<file path="config.mk">
export PLATFORM = sky130hd
export DESIGN_NAME = decoder_scan
export DESIGN_NICKNAME = d
export VERILOG_FILES = /design/src/rtl/decoder_scan.sv
export SDC_FILE = /design/constraint.sdc
export NUM_CORES = 1
export LEC_CHECK = 0
export CAP_MARGIN = 20
export CORE_MARGIN = 2
export CORE_UTILIZATION = 44
export DETAILED_ROUTE_END_ITERATION = 8
export GPL_ROUTABILITY_DRIVEN = 0
export PLACE_DENSITY = 0.75
export SYNTH_ARGS = -nofsm -noshare
export SYNTH_HDL_FRONTEND = slang
export SYNTH_SLANG_ARGS = --single-unit
</file>
<file path="constraint.sdc">
create_clock -name clk -period 2.1 [get_ports clk]
set_clock_uncertainty 0.2 [all_clocks]
set_input_delay 0.21 -clock clk [delete_from_list [all_inputs] [get_ports clk]]
set_output_delay 0.21 -clock clk [all_outputs]
set_load 0.02 [all_outputs]
</file>
<file path="src/rtl/decoder_scan.sv">
// Registered binary-to-one-hot decoder with an auto-scan mode that sweeps the
// active output from 0 to scan_last, holding each index for DWELL cycles.
module decoder_scan #(
  parameter int unsigned W     = 3,
  parameter int unsigned DWELL = 4
) (
  input  logic              clk,
  input  logic              rst,
  input  logic              en,
  input  logic              mode,
  input  logic [W-1:0]      in,
  input  logic [W-1:0]      scan_last,
  output logic [2**W-1:0]   d,
  output logic [W-1:0]      idx,
  output logic              wrap
);

  localparam int unsigned N  = 2**W;
  localparam int unsigned DW = (DWELL > 1) ? $clog2(DWELL) : 1;
  localparam logic [DW-1:0] DwellMax = DW'(DWELL - 1);

  localparam logic [1:0] StIdle   = 2'd0;
  localparam logic [1:0] StDirect = 2'd1;
  localparam logic [1:0] StScan   = 2'd2;

  logic [1:0]    state_q, state_d;
  logic [DW-1:0] dwell_q, dwell_d;
  logic [W-1:0]  idx_d;
  logic          wrap_d;
  logic [N-1:0]  d_d;

  always_comb begin
    state_d = state_q;
    dwell_d = '0;
    idx_d   = idx;
    wrap_d  = 1'b0;
    if (!en) begin
      state_d = StIdle;
    end else if (!mode) begin
      state_d = StDirect;
      idx_d   = in;
    end else if (state_q != StScan) begin
      // Entry into scan always restarts the sweep at index 0 without a wrap pulse.
      state_d = StScan;
      idx_d   = '0;
    end else begin
      state_d = StScan;
      if (dwell_q == DwellMax) begin
        if (idx >= scan_last) begin
          idx_d  = '0;
          wrap_d = 1'b1;
        end else begin
          idx_d = idx + 1'b1;
        end
      end else begin
        dwell_d = dwell_q + 1'b1;
      end
    end
    d_d = (state_d == StIdle) ? '0 : ({{(N-1){1'b0}}, 1'b1} << idx_d);
  end

  always_ff @(posedge clk) begin
    if (rst) begin
      state_q <= StIdle;
      dwell_q <= '0;
      idx     <= '0;
      wrap    <= 1'b0;
      d       <= '0;
    end else begin
      state_q <= state_d;
      dwell_q <= dwell_d;
      idx     <= idx_d;
      wrap    <= wrap_d;
      d       <= d_d;
    end
  end

endmodule

</file>
==> run summary, run 1 <==
* commonest non-fill, non-tap cells in the layout: clkdlybuf4s50_1 (21), dfxtp_1 (16), buf_4 (11), nand2_1 (7)
* mean post-synth cell area: 9.98 sq um
* root buffer cell: clkbuf_4
* total die area: 2020 sq um
* cell row count: 14
* remaining routing DRC violations: 0
* Clock Pin Slew Worst Setup and Hold Paths: 0.09 ns
* part of the total power dissipated in the clock network: 26.4%
* worst min-delay path class: reg2reg
* Mapped Area: 738 sq um
* via count of the first global-routing pass: 619
* PwrDens: 538 nW/um^2
* Setup Crit Path Kind: in2reg
* Area Overhead vs Synth: 49.0%
* type of element capturing the critical path: flip-flop
* total of buffers placed on input and output ports: 21
* Max Clock Freq: 501 MHz
* slowest cell on the critical path: clkdlybuf4s50_1
* number of register bits inferred by synthesis: 16
* worst-path maximum fanout: 5
* CTS Hold Bufs: 0
* wire length of the first global-routing pass: 2590 um
* # Max-Cap Violations: 0
* Synth area leaders: dfxtp_1 (43%), ha_1 (8.5%), a2111oi_2 (8.1%)
* Bufs and invs on worst path: 3
* TNS Setup: 0 ns
* first-pass detailed-route iteration total: 3
* worst endpoint required time: 2.10 ns
* worst setup timing slack at the placement stage: -0.294 ns
* H-tree depth: 1
* initial antenna violation count: 0
* global-route congestion overflow total: 0
* startpoint kind of the worst setup timing path: primary input
* GRT Util Overall: 17.5%
* Area after DPL: 1040 sq um
* peak ir drop on the vdd network: 0.000474 V
* diode count: 0
* fraction of layout cells with a size suffix above 1: 24.3%
* NetSw: 0.000153 W
* Iter 0 DRT Violations: 6
* Antenna Nets Post-Route: 0
* number of library cell types mapped by synthesis: 28
* Skew-Pair Late Insertion Delay: 0.28 ns
* starting utilization of the core area: 47.9%
* synth warn: 0
* boundary pin count: 22
* status: finished clean
* post-route cell area: 1100 sq um
* Logic pwr share: 20.4%
* Final setup violation count: 0
* largest net degree at the start of global routing: 11
* Total Routed Length: 1560 um
* final total power: 0.000592 W
* reg2reg start: idx[0]
* detailed-route wire length per cell: 12.7 um
* vertical die dimension: 45.0 um
* Core Region: 1540 sq um
* Avg Vias per Cell: 5.24
* Worst Max-Slew Pin Slew: 0.764 ns
* Worst Path Arrival: 1.99 ns
* tightest slew margin relative to the limit: 48.5%
* period utilisation layout: 95.0%
* most common cell after layout, fill and taps aside: clkdlybuf4s50_1
* overall die width: 45.0 um
* number of hold violations in the final report: 0
* delay-heaviest family, CP: buffers and inverters
* total number of vias: 645
* list of cells traversed by the critical path: clkdlybuf4s50_1, inv_1, ha_1, a21oi_2, o21ai_2, buf_4, o31a_4, nor4_4
* Core Util, Final: 71.3%
* launch point of the worst path: scan_last[2]
* design internal power: 0.000439 W
* estimated wirelength of the detail-placed design: 1250 um
* total count of max-transition violations in the final report: 0
* share of the synthesized area in the top cell type: 43.4%
* leakage: 0.450 nW
* Cells after Synth: 74
* Sw Share: 25.8%
* share of power burned in registers: 53.1%
* Hold Crit Start: dwell_q[0]
* smallest setup slack after layout: 0.106 ns
* syn_nets: 89
* CTS tree: done
* Num CTS Buffers: 3
* CTS sink cnt: 16
* CP max stage delay: 0.45 ns
* setup repair after global routing missed its margin: no
* clock tree buffer depth: 2
* final layout net count: 124
* part of the Yosys area used for sequential elements: 43.4%
* dominant cell type by area after synthesis: dfxtp_1
* minimum clock period: 1.99 ns
==> stage by stage <==
step | hold slack [ns] | std cells
detailed placement | 0.233 | 120
global route | 0.267 | 123
finish | 0.240 | 123
floorplan | 0.0791 | 74
CTS | 0.246 | 123
global placement | 0.213 | 120
==> metal layers <==
metal  wire (um)  vias up  part of all wire [%]  global-route usage (%)
met1         726      293                    46                    21.5
met5           0        -                     0                       0
met2         763       12                    49                    29.7
li1            -      336                     -                       -
met3          57        4                   3.6                    3.60
met4          17        0                   1.1                    7.06
==> final timing paths <==
kind           endpoint  slack, ns  cells after the start
max reg2reg        d[3]       0.18                      7
min          dwell_q[0]       0.24                      1
min reg2reg  dwell_q[0]       0.24                      1
max                d[3]       0.11                      8
==> area by class of cell <==
class,instances,area [sq um]
Inverter,5,18.8
Multi-Input combinational cell,51,425
Timing Repair Buffer,32,293
Clock buffer,3,22.5
Tap cell,16,20.0
Sequential cell,16,320
Fill cell,127,442
==> what timing repair did <==
action,4_1_cts,5_1_grt
resized for setup,0,8
setup endpoints to repair,0,7
hold endpoints to repair,0,0
buffers inserted,0,0
==> power by group through the flow <==
stage / logic [W] / clock network [W] / registers [W]
after floorplan: 0.0000446 / 0 / 0.000330
after global placement: 0.000109 / 0 / 0.000321
after detailed placement: 0.000112 / 0 / 0.000322
after CTS: 0.000113 / 0.000161 / 0.000314
after global routing: 0.000130 / 0.000172 / 0.000315
final: 0.000121 / 0.000156 / 0.000314
==> sequential cells by signal, indices dropped and copies added (netlist names) <==
name,flops
d,8
state_q,2
dwell_q,2
idx,3
wrap,1
==> synth_stat cells <==
library cell,instances
a2111oi_2,4
a211o_1,1
a211oi_1,1
a21oi_1,2
a221oi_2,1
and2_1,1
and3b_1,2
buf_4,2
dfxtp_1,16
ha_1,5
inv_1,5
nand2_1,7
nand2b_1,3
nand3b_1,1
nand4_1,1
nand4b_1,1
nor2_1,5
nor2b_1,2
nor3_1,1
nor3b_1,1
nor4_1,4
o21a_1,1
o21ai_0,1
o21ai_1,2
o221a_1,1
o31a_2,1
o31ai_1,1
xor2_1,1
==> logic make-up (layout without fill, tap and decap cells) <==
logic type      Yosys count  count (layout)  share of synthesized area (%)
fa+ha+maj                 5               5                           8.47
xor+xnor                  1               1                           1.19
flops                    16              16                           43.4
buf+inv                   7              40                           4.58
compound gates           16              16                           20.7
simple gates             29              29                           21.7
==> worst register-to-register path, cell delays in order, from the launching register on <==
cell,delay [ns]
dfxtp_1,0.33
inv_1,0.06
ha_1,0.28
nor2b_2,0.13
o21ai_2,0.09
buf_4,0.16
o31a_4,0.32
nor4_4,0.27
Note: power is estimated with default switching activity, not from simulation.
==> inputs of run 2 (changes only) <==
--- a/config.mk
+++ b/config.mk
@@ -5,11 +5,11 @@
 export SDC_FILE = /design/constraint.sdc
 export NUM_CORES = 1
 export LEC_CHECK = 0
-export CAP_MARGIN = 20
 export CORE_MARGIN = 2
 export CORE_UTILIZATION = 44
 export DETAILED_ROUTE_END_ITERATION = 8
 export GPL_ROUTABILITY_DRIVEN = 0
+export GPL_TIMING_DRIVEN = 0
 export PLACE_DENSITY = 0.75
 export SYNTH_ARGS = -nofsm -noshare
 export SYNTH_HDL_FRONTEND = slang
==> run 2 against run 1 <==
Worst hold slack lost 0.041 ns. Core utilization shrank 6.3 points. Global-route usage shrank 1.4 points. Combinational power shrank 23%. Routed wire length shrank 9.3%. Critical path depth shrank 3. Cell area shrank 8.9%. Critical path type is now reg2reg. Critical endpoint unchanged. Largest power group unchanged. Highest routed layer unchanged.
==> run summary, run 2 (same netlist as run 1, synthesis figures left out) <==
* status: finished clean
* fraction of layout cells with a size suffix above 1: 15.5%, -8.8 points
* Max Clock Freq: 498 MHz, -0.73%
* register containing the most flip-flops in the final layout: d
* reg2reg start: idx[2]
* # Max-Cap Violations: 0, unchanged
* final total power: 0.000571 W, -3.4%
* global-route congestion overflow total: 0, unchanged
* total die area: 2020 sq um, unchanged
* Worst Max-Slew Pin Slew: 0.746 ns, -0.0174 ns
* remaining routing DRC violations: 0, unchanged
* setup repair after global routing missed its margin: no
* first-pass detailed-route iteration total: 4, +1
* Worst Path Arrival: 1.97 ns, -0.02 ns
* CTS sink cnt: 16, unchanged
* Hold Crit Start: en
* clock tree buffer depth: 2, unchanged
* minimum clock period: 2.01 ns, +0.0147 ns
* total count of max-transition violations in the final report: 0, unchanged
* worst hold path stage count: 3, +2
* type of element capturing the critical path: flip-flop
* PwrDens: 570 nW/um^2, +6.0%
* overall die width: 45.0 um, unchanged
* largest net degree at the start of global routing: 11, unchanged
* cell row count: 14, unchanged
* CTS Hold Bufs: 0, unchanged
* wire length of the first global-routing pass: 2280 um, -12%
* tightest slew margin relative to the limit: 49.7%, +1.2 points
* peak ir drop on the vdd network: 0.000404 V, -15%
* total of buffers placed on input and output ports: 20, -4.8%
* Avg Vias per Cell: 5.64, +7.5%
* period utilisation layout: 95.7%, +0.70 points
* TNS Setup: 0 ns, unchanged
* root buffer cell: clkbuf_4
* r2r setup slk: 0.09 ns, -0.09 ns
* Reg2Reg Depth: 5, -2
* H-tree depth: 1, unchanged
* Antenna Nets Post-Route: 0, unchanged
* CTS tree: done
* Reg2Reg Capture Point: d[3]
* final layout net count: 114, -8.1%
* Final setup violation count: 0, unchanged
* vertical die dimension: 45.0 um, unchanged
* Skew-Pair Late Insertion Delay: 0.29 ns, about the same
* Clock Pin Slew Worst Setup and Hold Paths: 0.09 ns, about the same
* most common cell after layout, fill and taps aside: clkdlybuf4s50_1
* worst endpoint required time: 2.06 ns, -0.04 ns
* diode count: 0, unchanged
* worst hold slack across all endpoints: 0.200 ns, -0.0406 ns
* registers with the highest flip-flop counts: d: 8 flops, idx: 3 flops
* detailed-route wire length per cell: 12.6 um, -1.2%
* worst min-delay path class: in2reg
* Worst Hold Path EP: state_q[0]
* estimated wirelength of the detail-placed design: 1070 um, -14%
* boundary pin count: 22, unchanged
* Total Routed Length: 1420 um, -9.3%
* commonest non-fill, non-tap cells in the layout: clkdlybuf4s50_1 (20), dfxtp_1 (15), nand2_1 (7)
* number of hold violations in the final report: 0, unchanged
* leakage: 0.374 nW, -17%
* buffer count from post-CTS setup fixing: 0, unchanged
* worst-path maximum fanout: 7, +2
* Num CTS Buffers: 3, unchanged
* startpoint kind of the worst setup timing path: flip-flop
* GRT Util Overall: 16.1%, -1.4 points
* flip-flop count of the largest register, all copies and words added: 8, unchanged
* total number of vias: 637, -1.2%
* Iter 0 DRT Violations: 7, +1
* starting utilization of the core area: 47.9%, unchanged
* Core Util, Final: 65.0%, -6.3 points
* Core Region: 1540 sq um, unchanged
* initial antenna violation count: 0, unchanged
* Area Overhead vs Synth: 35.8%
* filler instances: 132, +3.9%
* Setup Crit Path Kind: reg2reg
* via count of the first global-routing pass: 524, -15%
run 2: layout make-up:
| type | instances | area [sq um] | area share, % |
|---|---|---|---|
| buffer | 2 | 15.0 | 1.50 |
| clock buffer | 3 | 22.5 | 2.25 |
| inverter | 5 | 18.8 | 1.87 |
| multi-input combinational | 51 | 402 | 40.1 |
| sequential | 16 | 324 | 32.3 |
| tap | 16 | 20.0 | 2.00 |
| timing repair buffer | 20 | 200 | 20.0 |
run 2: critical path, cell delays in order, from the launching register on:
cell and delay (ns):
dfxtp_1 0.43, ha_1 0.28, a21oi_1 0.16, o21ai_2 0.14, a211oi_1 0.53, nor4_1 0.13
run 2: metrics by stage:
step                      instances  setup slack, ns  cell area [sq um]
after floorplan                  74           0.0112                738
final                           113           0.0909               1000
after global routing            113          0.00163               1000
after global placement          110           -0.271                958
after detailed placement        110           -0.287                958
after CTS                       113           0.0538                991
run 2: worst max path at each step:
stage	startpoint	endpoint	slack, ns	cells past startpoint
floorplan	idx[0]	d[4]	0.01	6
global placement	scan_last[2]	d[1]	-0.27	7
detailed placement	scan_last[2]	d[1]	-0.29	7
CTS	idx[0]	d[7]	0.05	6
global route	idx[0]	d[7]	0.002	6
finish	idx[2]	d[3]	0.09	5
run 2: what timing repair did:
item | CTS | global route
setup endpoints to repair | 7 | 5
pin swaps | 1 | 0
resized for setup | 3 | 2
run 2: where the power goes:
group / internal, W / switching (W) / total (W) / leakage (nW)
Sequential: 0.000310 / 0.00000536 / 0.000315 / 0.131
Combinational: 0.0000430 / 0.0000503 / 0.0000933 / 0.230
Clock: 0.0000669 / 0.0000958 / 0.000163 / 0.0138
Total: 0.000420 / 0.000151 / 0.000571 / 0.374
run 2: per-layer routing:
metal	up-vias	wire [um]	global-route usage, %
li1	325	-	-
met1	290	643	19.0
met2	17	669	25.1
met3	5	76	6.00
met4	0	31	8.82
met5	-	0	0
